<file path="src/rtl/partition_fixpoint_sequencer.sv">
// partition_fixpoint_sequencer: round-robin stepping of a bank of small
// partition counters until every partition holds (fixpoint) or a step limit
// expires.
// Optional build macro PFX_PERF_CNT_EN adds a 16-bit run_cycles busy-cycle
// counter output.
module partition_fixpoint_sequencer #(
    parameter int unsigned NPART  = 4,
    parameter int unsigned WIDTH  = 3,
    parameter int unsigned STEP_W = 8
) (
    input  logic                    clk,
    input  logic                    rst_n,
    input  logic                    start,
    input  logic [NPART*WIDTH-1:0]  init_val,
    input  logic [NPART*2-1:0]      init_mode,
    input  logic [NPART*WIDTH-1:0]  target,
    input  logic [STEP_W-1:0]       step_limit,
    output logic                    busy,
    output logic                    done,
    output logic                    fixpoint,
    output logic [NPART*WIDTH-1:0]  state_out,
    output logic [NPART-1:0]        grant,
    output logic [STEP_W-1:0]       steps
`ifdef PFX_PERF_CNT_EN
    ,
    output logic [15:0]             run_cycles
`endif
);

    localparam int unsigned PTR_W = (NPART > 1) ? $clog2(NPART) : 1;

    typedef enum logic [1:0] {
        ST_IDLE = 2'd0,
        ST_LOAD = 2'd1,
        ST_RUN  = 2'd2,
        ST_FIN  = 2'd3
    } state_e;

    state_e                         state_q, state_d;
    logic [NPART-1:0][WIDTH-1:0]    counter_q, counter_d;
    logic [NPART-1:0][1:0]          mode_q, mode_d;
    logic [NPART-1:0][WIDTH-1:0]    target_q, target_d;
    logic [STEP_W-1:0]              limit_q, limit_d;
    logic [STEP_W-1:0]              steps_q, steps_d;
    logic [PTR_W-1:0]               ptr_q, ptr_d;
    logic                           busy_q, busy_d;
    logic                           done_q, done_d;
    logic                           fix_q, fix_d;

    logic [NPART-1:0]               active_c;
    logic                           grant_found_c;
    logic [PTR_W-1:0]               grant_idx_c;
    logic [NPART-1:0]               grant_c;

    // Active partitions: equal mode bits mean the partition still advances.
    always_comb begin
        active_c = '0;
        for (int unsigned p = 0; p < NPART; p++) begin
            active_c[PTR_W'(p)] = ~(mode_q[PTR_W'(p)][0] ^ mode_q[PTR_W'(p)][1]);
        end
    end

    // Cyclic search for the first active partition at or after the pointer.
    always_comb begin
        int unsigned cand;
        grant_found_c = 1'b0;
        grant_idx_c   = '0;
        cand          = 0;
        for (int unsigned i = 0; i < NPART; i++) begin
            cand = 32'(ptr_q) + i;
            if (cand >= NPART) begin
                cand = cand - NPART;
            end
            if (!grant_found_c && active_c[PTR_W'(cand)]) begin
                grant_found_c = 1'b1;
                grant_idx_c   = PTR_W'(cand);
            end
        end
    end

    // State register.
    always_ff @(posedge clk or negedge rst_n) begin
        if (!rst_n) begin
            state_q <= ST_IDLE;
        end else begin
            state_q <= state_d;
        end
    end

    // Next-state, datapath next values and the combinational grant.
    always_comb begin
        state_d   = state_q;
        counter_d = counter_q;
        mode_d    = mode_q;
        target_d  = target_q;
        limit_d   = limit_q;
        steps_d   = steps_q;
        ptr_d     = ptr_q;
        busy_d    = busy_q;
        done_d    = 1'b0;
        fix_d     = fix_q;
        grant_c   = '0;

        case (state_q)
            ST_IDLE: begin
                if (start) begin
                    state_d   = ST_LOAD;
                    counter_d = init_val;
                    mode_d    = init_mode;
                    target_d  = target;
                    limit_d   = step_limit;
                    steps_d   = '0;
                    ptr_d     = '0;
                    busy_d    = 1'b1;
                    fix_d     = 1'b0;
                end
            end
            ST_LOAD: begin
                // Partitions already at their target are forced to hold.
                for (int unsigned p = 0; p < NPART; p++) begin
                    if (counter_q[PTR_W'(p)] == target_q[PTR_W'(p)]) begin
                        mode_d[PTR_W'(p)] = 2'b01;
                    end
                end
                state_d = ST_RUN;
            end
            ST_RUN: begin
                if (active_c == '0) begin
                    state_d = ST_FIN;
                    busy_d  = 1'b0;
                    done_d  = 1'b1;
                    fix_d   = 1'b1;
                end else if (steps_q == limit_q) begin
                    state_d = ST_FIN;
                    busy_d  = 1'b0;
                    done_d  = 1'b1;
                    fix_d   = 1'b0;
                end else if (grant_found_c) begin
                    grant_c[grant_idx_c]   = 1'b1;
                    counter_d[grant_idx_c] = counter_q[grant_idx_c] + WIDTH'(1);
                    if (counter_d[grant_idx_c] == target_q[grant_idx_c]) begin
                        mode_d[grant_idx_c] = 2'b01;
                    end
                    steps_d = (&steps_q) ? steps_q : steps_q + STEP_W'(1);
                    ptr_d   = (grant_idx_c == PTR_W'(NPART - 1)) ? '0
                                                                : grant_idx_c + PTR_W'(1);
                end
            end
            ST_FIN: begin
                state_d = ST_IDLE;
            end
            default: begin
                state_d = ST_IDLE;
            end
        endcase
    end

    // Datapath and status registers.
    always_ff @(posedge clk or negedge rst_n) begin
        if (!rst_n) begin
            counter_q <= '0;
            mode_q    <= '0;
            target_q  <= '0;
            limit_q   <= '0;
            steps_q   <= '0;
            ptr_q     <= '0;
            busy_q    <= 1'b0;
            done_q    <= 1'b0;
            fix_q     <= 1'b0;
        end else begin
            counter_q <= counter_d;
            mode_q    <= mode_d;
            target_q  <= target_d;
            limit_q   <= limit_d;
            steps_q   <= steps_d;
            ptr_q     <= ptr_d;
            busy_q    <= busy_d;
            done_q    <= done_d;
            fix_q     <= fix_d;
        end
    end

    assign busy      = busy_q;
    assign done      = done_q;
    assign fixpoint  = fix_q;
    assign state_out = counter_q;
    assign grant     = grant_c;
    assign steps     = steps_q;

`ifdef PFX_PERF_CNT_EN
    logic [15:0] run_cycles_q, run_cycles_d;

    // Busy-cycle counter: clears on an accepted start, saturates, holds after done.
    always_comb begin
        run_cycles_d = run_cycles_q;
        if (state_q == ST_IDLE && start) begin
            run_cycles_d = '0;
        end else if (busy_q && run_cycles_q != 16'hFFFF) begin
            run_cycles_d = run_cycles_q + 16'd1;
        end
    end

    // Busy-cycle counter register.
    always_ff @(posedge clk or negedge rst_n) begin
        if (!rst_n) begin
            run_cycles_q <= '0;
        end else begin
            run_cycles_q <= run_cycles_d;
        end
    end

    assign run_cycles = run_cycles_q;
`endif

endmodule

</file>
<file path="config.mk">
export PLATFORM = sky130hd
export DESIGN_NAME = partition_fixpoint_sequencer
export DESIGN_NICKNAME = d
export VERILOG_FILES = /design/src/rtl/partition_fixpoint_sequencer.sv
export SDC_FILE = /design/constraint.sdc
export NUM_CORES = 1
export LEC_CHECK = 0
export CORE_MARGIN = 2
export CORE_UTILIZATION = 40
export CTS_CLUSTER_DIAMETER = 200
export DETAILED_ROUTE_END_ITERATION = 7
export PLACE_DENSITY = 0.66
export SLEW_MARGIN = 20
export SYNTH_ARGS = -nofsm -noshare
export SYNTH_HDL_FRONTEND = slang
export SYNTH_SLANG_ARGS = --single-unit
</file>
<file path="constraint.sdc">
create_clock -name clk -period 3.7 [get_ports clk]
set_clock_uncertainty 0.05 [all_clocks]
set_input_delay 0.74 -clock clk [delete_from_list [all_inputs] [get_ports clk]]
set_output_delay 0.74 -clock clk [all_outputs]
set_load 0.03 [all_outputs]
</file>
-- Word-level counts from Yosys, hierarchy flattened
Index checks and enable logic that the tools add are counted.
- flip-flop bits (word level): 55
- latch bits: 0
- bits in writable memories: 0
- ROM bits: 0
- memories kept: 0
- $add $sub $neg: 10
- multipliers: 0
- divide/modulo/power cells: 0
- magnitude comparators: 10
- equality and inequality tests: 21
- shift-type cells: 0
- muxes and demuxes: 78
- bitwise logic cells: 11
- reduce and logical (&&, ||, !) cells: 21
- operator list (cell ; count):
    $mux 8 ; 10
    $mux 12 ; 4
    $mux 2 ; 21
    $reduce_and 7->1 ; 4
    $pmux 12 s2 ; 1
    $pmux 8 s3 ; 1
    $ne 2x2->1 const B ; 10
    $bmux 3 s2 ; 3
    $mux 1 ; 17
    $mux 4 ; 4
    $pmux 8 s2 ; 1
    $eq 3x3->1 ; 5
    $lt 2x3->1 const B ; 5
    $bwmux 12 ; 1
    $mux 3 ; 4
    $ge 3x3->1 const B ; 3
    $add 8x1->8 const B ; 1
    $bmux 1 s2 ; 4
    $eq 8x8->1 ; 1
    $pmux 2 s4 ; 1
    $reduce_and 8->1 ; 1
    $sub 2x1->2 const B ; 4
    $add 2x2->3 const B ; 2
    $demux 3 s2 ; 1
    27 further kinds ; 42

-- Depth between registers and ports, before layout
- depth after elaboration: 27
- depth in mapped cells: 19
- mapped depth without buffers: 17

-- Least setup slack after synthesis
No wires, ideal clock.
- kind: reg-to-reg
- from: reg mode_q[7] in the netlist's numbering
- to: reg mode_q[3] in the netlist's numbering
- arrival time: 3823 ps
- data required time: 3525 ps
- path slack: -298 ps
- stages on the path, launching flop included: 20
- path buffers: 2
- clock period less this slack: 3998 ps
- cell sequence: dfrtp_1 > xnor2_1 > o221ai_1 > a21o_1 > buf_6 > inv_2 > nand2_1 > and3_1 > a31oi_1 > ha_1 > clkbuf_1 > mux2i_1 > xnor2_1 > a211oi_1 > nand3_1 > o41ai_1 > o21bai_1 > o31a_4 > nand4_2 > mux2_4
- cells in the longest elaborated chain, start to end: 25
- elaborated cells on any way between the ends: 52
- ends and longest elaborated chain (element ; RTL line ; source):
    start, declared ; 41 ; logic [NPART-1:0][1:0] mode_q, mode_d;
    start signal, assigned ; 172 ; mode_q <= mode_d;
    $xor 1x1->1 (*) ; 59 ; active_c[PTR_W'(p)] = ~(mode_q[PTR_W'(p)][0] ^ mode_q[PTR_W'(p)][1]);
    $not 1->1 (*) ; 59 ;
    parallel branches: the longest is 23 deep, another holds $bmux 1 s2 ; n/a ;
Mark *: on every way between the ends. The select of a mux whose other input is x is not followed.
A chain may end at the register's enable or synchronous reset.

-- Final worst setup path
- from: reg mode_q[3] in the netlist's numbering
- to: reg mode_q[7] in the netlist's numbering
Same word-level chain as after synthesis.

==> impl_metrics.py <==
metrics = {
    "clock_tree": {
        "cts_tree": "done",
        "cts_num_sinks": 55,
        "cts_hold_buffers": 0,
        "htreeDepth": 2,
        "clockBufferDepth": 2,
        "cts_buffers": 5,
        "clk_pin_slew_ps": 100,
        "cts_root_buf": "clkbuf_8",
        "worst_skew_pair.late_latency_ps": 320,
    },
    "sta": {
        "slew_headroom_pct": 38.7,
        "whs_ps": 422,
        "fmax_mhz": 271,
        "drv_slew": 0,
        "hold_viol_final": 0,
        "setup_violations": 0,
        "max_slew.worst_pin.slew_ps": 918,
        "period_share_pct": 99.7,
        "rsz0062_at_grt": "yes",
        "min_period_ps": 3690,
        "fin_tns_setup_ps": 0,
    },
    "yosys": {
        "ys_warn_count": 0,
        "synth-edff-count": 0,
        "synth_nets": 449,
        "synthTopCellsByArea": "dfrtp_1 (37%), mux2_2 (6.1%), mux2i_1 (5.4%)",
        "syn_avg_cell_area_um2": 9.33,
        "ys_async_sr_fraction_pct": 100,
        "synth_cell_types": 55,
        "synth_most_common_cell": "dfrtp_1",
        "synth_top_cell_by_area": "dfrtp_1",
        "synth_cells": 396,
        "ys_seq_area_share_pct": 37.2,
        "synth_area_mm2": 0.00370,
        "synth_commonest_cells": "dfrtp_1 (55), nand2_1 (35), nor2_1 (27)",
        "synth_ff_type": "dfrtp_1",
        "yosys.area.top_type_share_pct": 37.2,
        "ys_ff_latch": 55,
    },
    "die": {
        "io_pins": 70,
        "core_area_mm2": 0.00911,
        "rows": 35,
        "fp.dieW_um": 100,
        "die_area_mm2": 0.0100,
        "fp.dieH_um": 100,
        "initial_core_util_pct": 40.6,
    },
    "critical_path": {
        "rrSetupSlack_ps": 10,
        "path_max_fanout": 6,
        "slowest_delay_ps": 460,
        "cp_cell_sequence": "xnor2_4 > o221ai_2 > a21o_4 > buf_6 > o211a_4 > nor2_4 > ha_4 > mux2i_2 > xnor2_1 > a211oi_2 > nand3_1 > or2_1 > o21bai_2 > o31a_4 > nand4_4 > mux2_4",
        "critPathKind": "register to register",
        "slowest_stage": "dfrtp_2",
        "rr_startpoint": "mode_q[3]$_DFFE_PN0P_",
        "crit_path_start_kind": "register",
        "worstPathArrival_ps": 3850,
        "ff2ff_path_depth": 16,
        "timing.rr.end": "mode_q[7]$_DFFE_PN0P_",
        "cp.required_ps": 3860,
        "endpoint_kind": "register",
    },
    "final_layout": {
        "fin_area_mm2": 0.00507,
        "num_antenna_cells": 0,
        "drive_above_1_share_pct": 22.0,
        "syn_to_final_growth_pct": 37.3,
        "fin_nets": 545,
    },
    "global_routing": {
        "grt_overflow": 0,
        "grt_max_degree": 29,
        "grt_pass1_wl_um": 17100,
        "antenna_found_initial": 0,
        "grt_pass1_vias": 3418,
        "track_usage_pct": 21.4,
    },
    "route": {
        "ant_nets": 0,
        "avgRoutedWirePerCell_um": 17.5,
        "drc": 0,
        "vias": 3455,
        "highest_layer": "met4",
        "drt_iter0_drc": 179,
        "wl_met1_um": 4860,
        "drtPass1Iterations": 4,
        "routed_wl_um": 10600,
        "dr_wl_met2_um": 5040,
        "wl_met3_um": 507,
        "avgViaCountPerCell": 5.73,
    },
    "placed_design": {
        "dp_hpwl_um": 7800,
        "placed_area_mm2": 0.00475,
        "numPortBuffers": 69,
        "gp_congestion": 0.887,
    },
    "worst_hold_path": {
        "min_path_type": "primary input to async pin",
    },
    "run": {
        "drv_cap": 0,
    },
    "outcome": {
        "status": "finished clean",
    },
}
## layout make-up
type	instances	area (um^2)
Clock inverter	1	30.0
Timing Repair Buffer	109	1030
Clock buffer	6	72.6
Tap cell	111	139
Inverter	16	67.6
Sequential cell	55	1380
Fill cell	825	4040
Multi-Input combinational cell	305	2350
## worst max path at each step
stage,startpoint,slack [ps],to
finish,mode_q[3]$_DFFE_PN0P_,10,mode_q[7]$_DFFE_PN0P_
global route,mode_q[3]$_DFFE_PN0P_,-130,mode_q[7]$_DFFE_PN0P_
CTS,mode_q[6]$_DFFE_PN0P_,20,grant[2]
detailed placement,mode_q[3]$_DFFE_PN0P_,-130,mode_q[7]$_DFFE_PN0P_
global placement,mode_q[3]$_DFFE_PN0P_,-6,mode_q[3]$_DFFE_PN0P_
floorplan,mode_q[5]$_DFFE_PN0P_,5,mode_q[3]$_DFFE_PN0P_
## through the flow
| step | utilization (%) | instances | worst slack [ps] |
|---|---|---|---|
| 2_1_floorplan | - | 396 | 5.03 |
| 3_3_place_gp | 52.1 | 586 | -5.75 |
| 3_5_place_dp | 52.1 | 586 | -126 |
| 4_1_cts | 53.8 | 596 | 18.6 |
| 5_1_grt | 55.7 | 603 | -131 |
| 6_report | 55.7 | 603 | 12.9 |
## kinds of logic after synthesis
family,Yosys count,share of synthesized area [%]
AO/OA/AOI/OAI,103,18.7
multiplexers,43,12.7
AND/OR/NAND/NOR,113,15.3
adder cells (fa/ha/maj),10,3.39
buffers and inverters,36,3.96
flip-flops,55,37.2
XOR/XNOR,36,8.73
## sequential cells by signal (all words and copies together), names as in the netlist
signal and flops:
target_q 12, busy 1, state_q 2, limit_q 8, state_out 12, steps 8
done 1, mode_q 8, fixpoint 1, ptr_q 2
## routing by layer
metal	up-vias	global-route usage, %
met5	-	0
met4	0	6.85
met3	17	2.79
met2	106	35.2
met1	1703	29.4
li1	1629	-
## worst max-delay path, delay by kind of cell (launching register included)
family / cells / cell delay, ps
mux: 2 / 490
xor+xnor: 2 / 390
fa+ha+maj: 1 / 220
buf+inv: 1 / 130
compound gates: 6 / 1230
flops: 1 / 460
simple gates: 4 / 600
## cell usage in the layout (no fill, tap or decap), drive strengths merged, types with 5 or more instances in the layout
cell type	netlist	routed
a21oi	22	22
xnor2	15	15
xor2	21	21
nand3	10	10
clkdlybuf4s50	0	64
clkbuf	15	7
mux2i	20	20
nor2	27	27
dfrtp	55	55
o21ai	21	21
inv	15	15
o22ai	17	17
nor3	7	7
a22oi	7	7
o221ai	5	5
nand2	35	35
buf	5	41
nand4	5	5
mux2	23	23
and3	5	5
ha	10	10
## repair_timing
item	in CTS	in global routing
resized for setup	7	29
endpoints found under the setup margin	11	11
endpoints found under the hold margin	0	0
buffers inserted	3	7
pin swaps	3	8
Power is left out: the tool's default activity adds up to more than one toggle a clock period on the data nets, which glitch-free logic cannot reach.
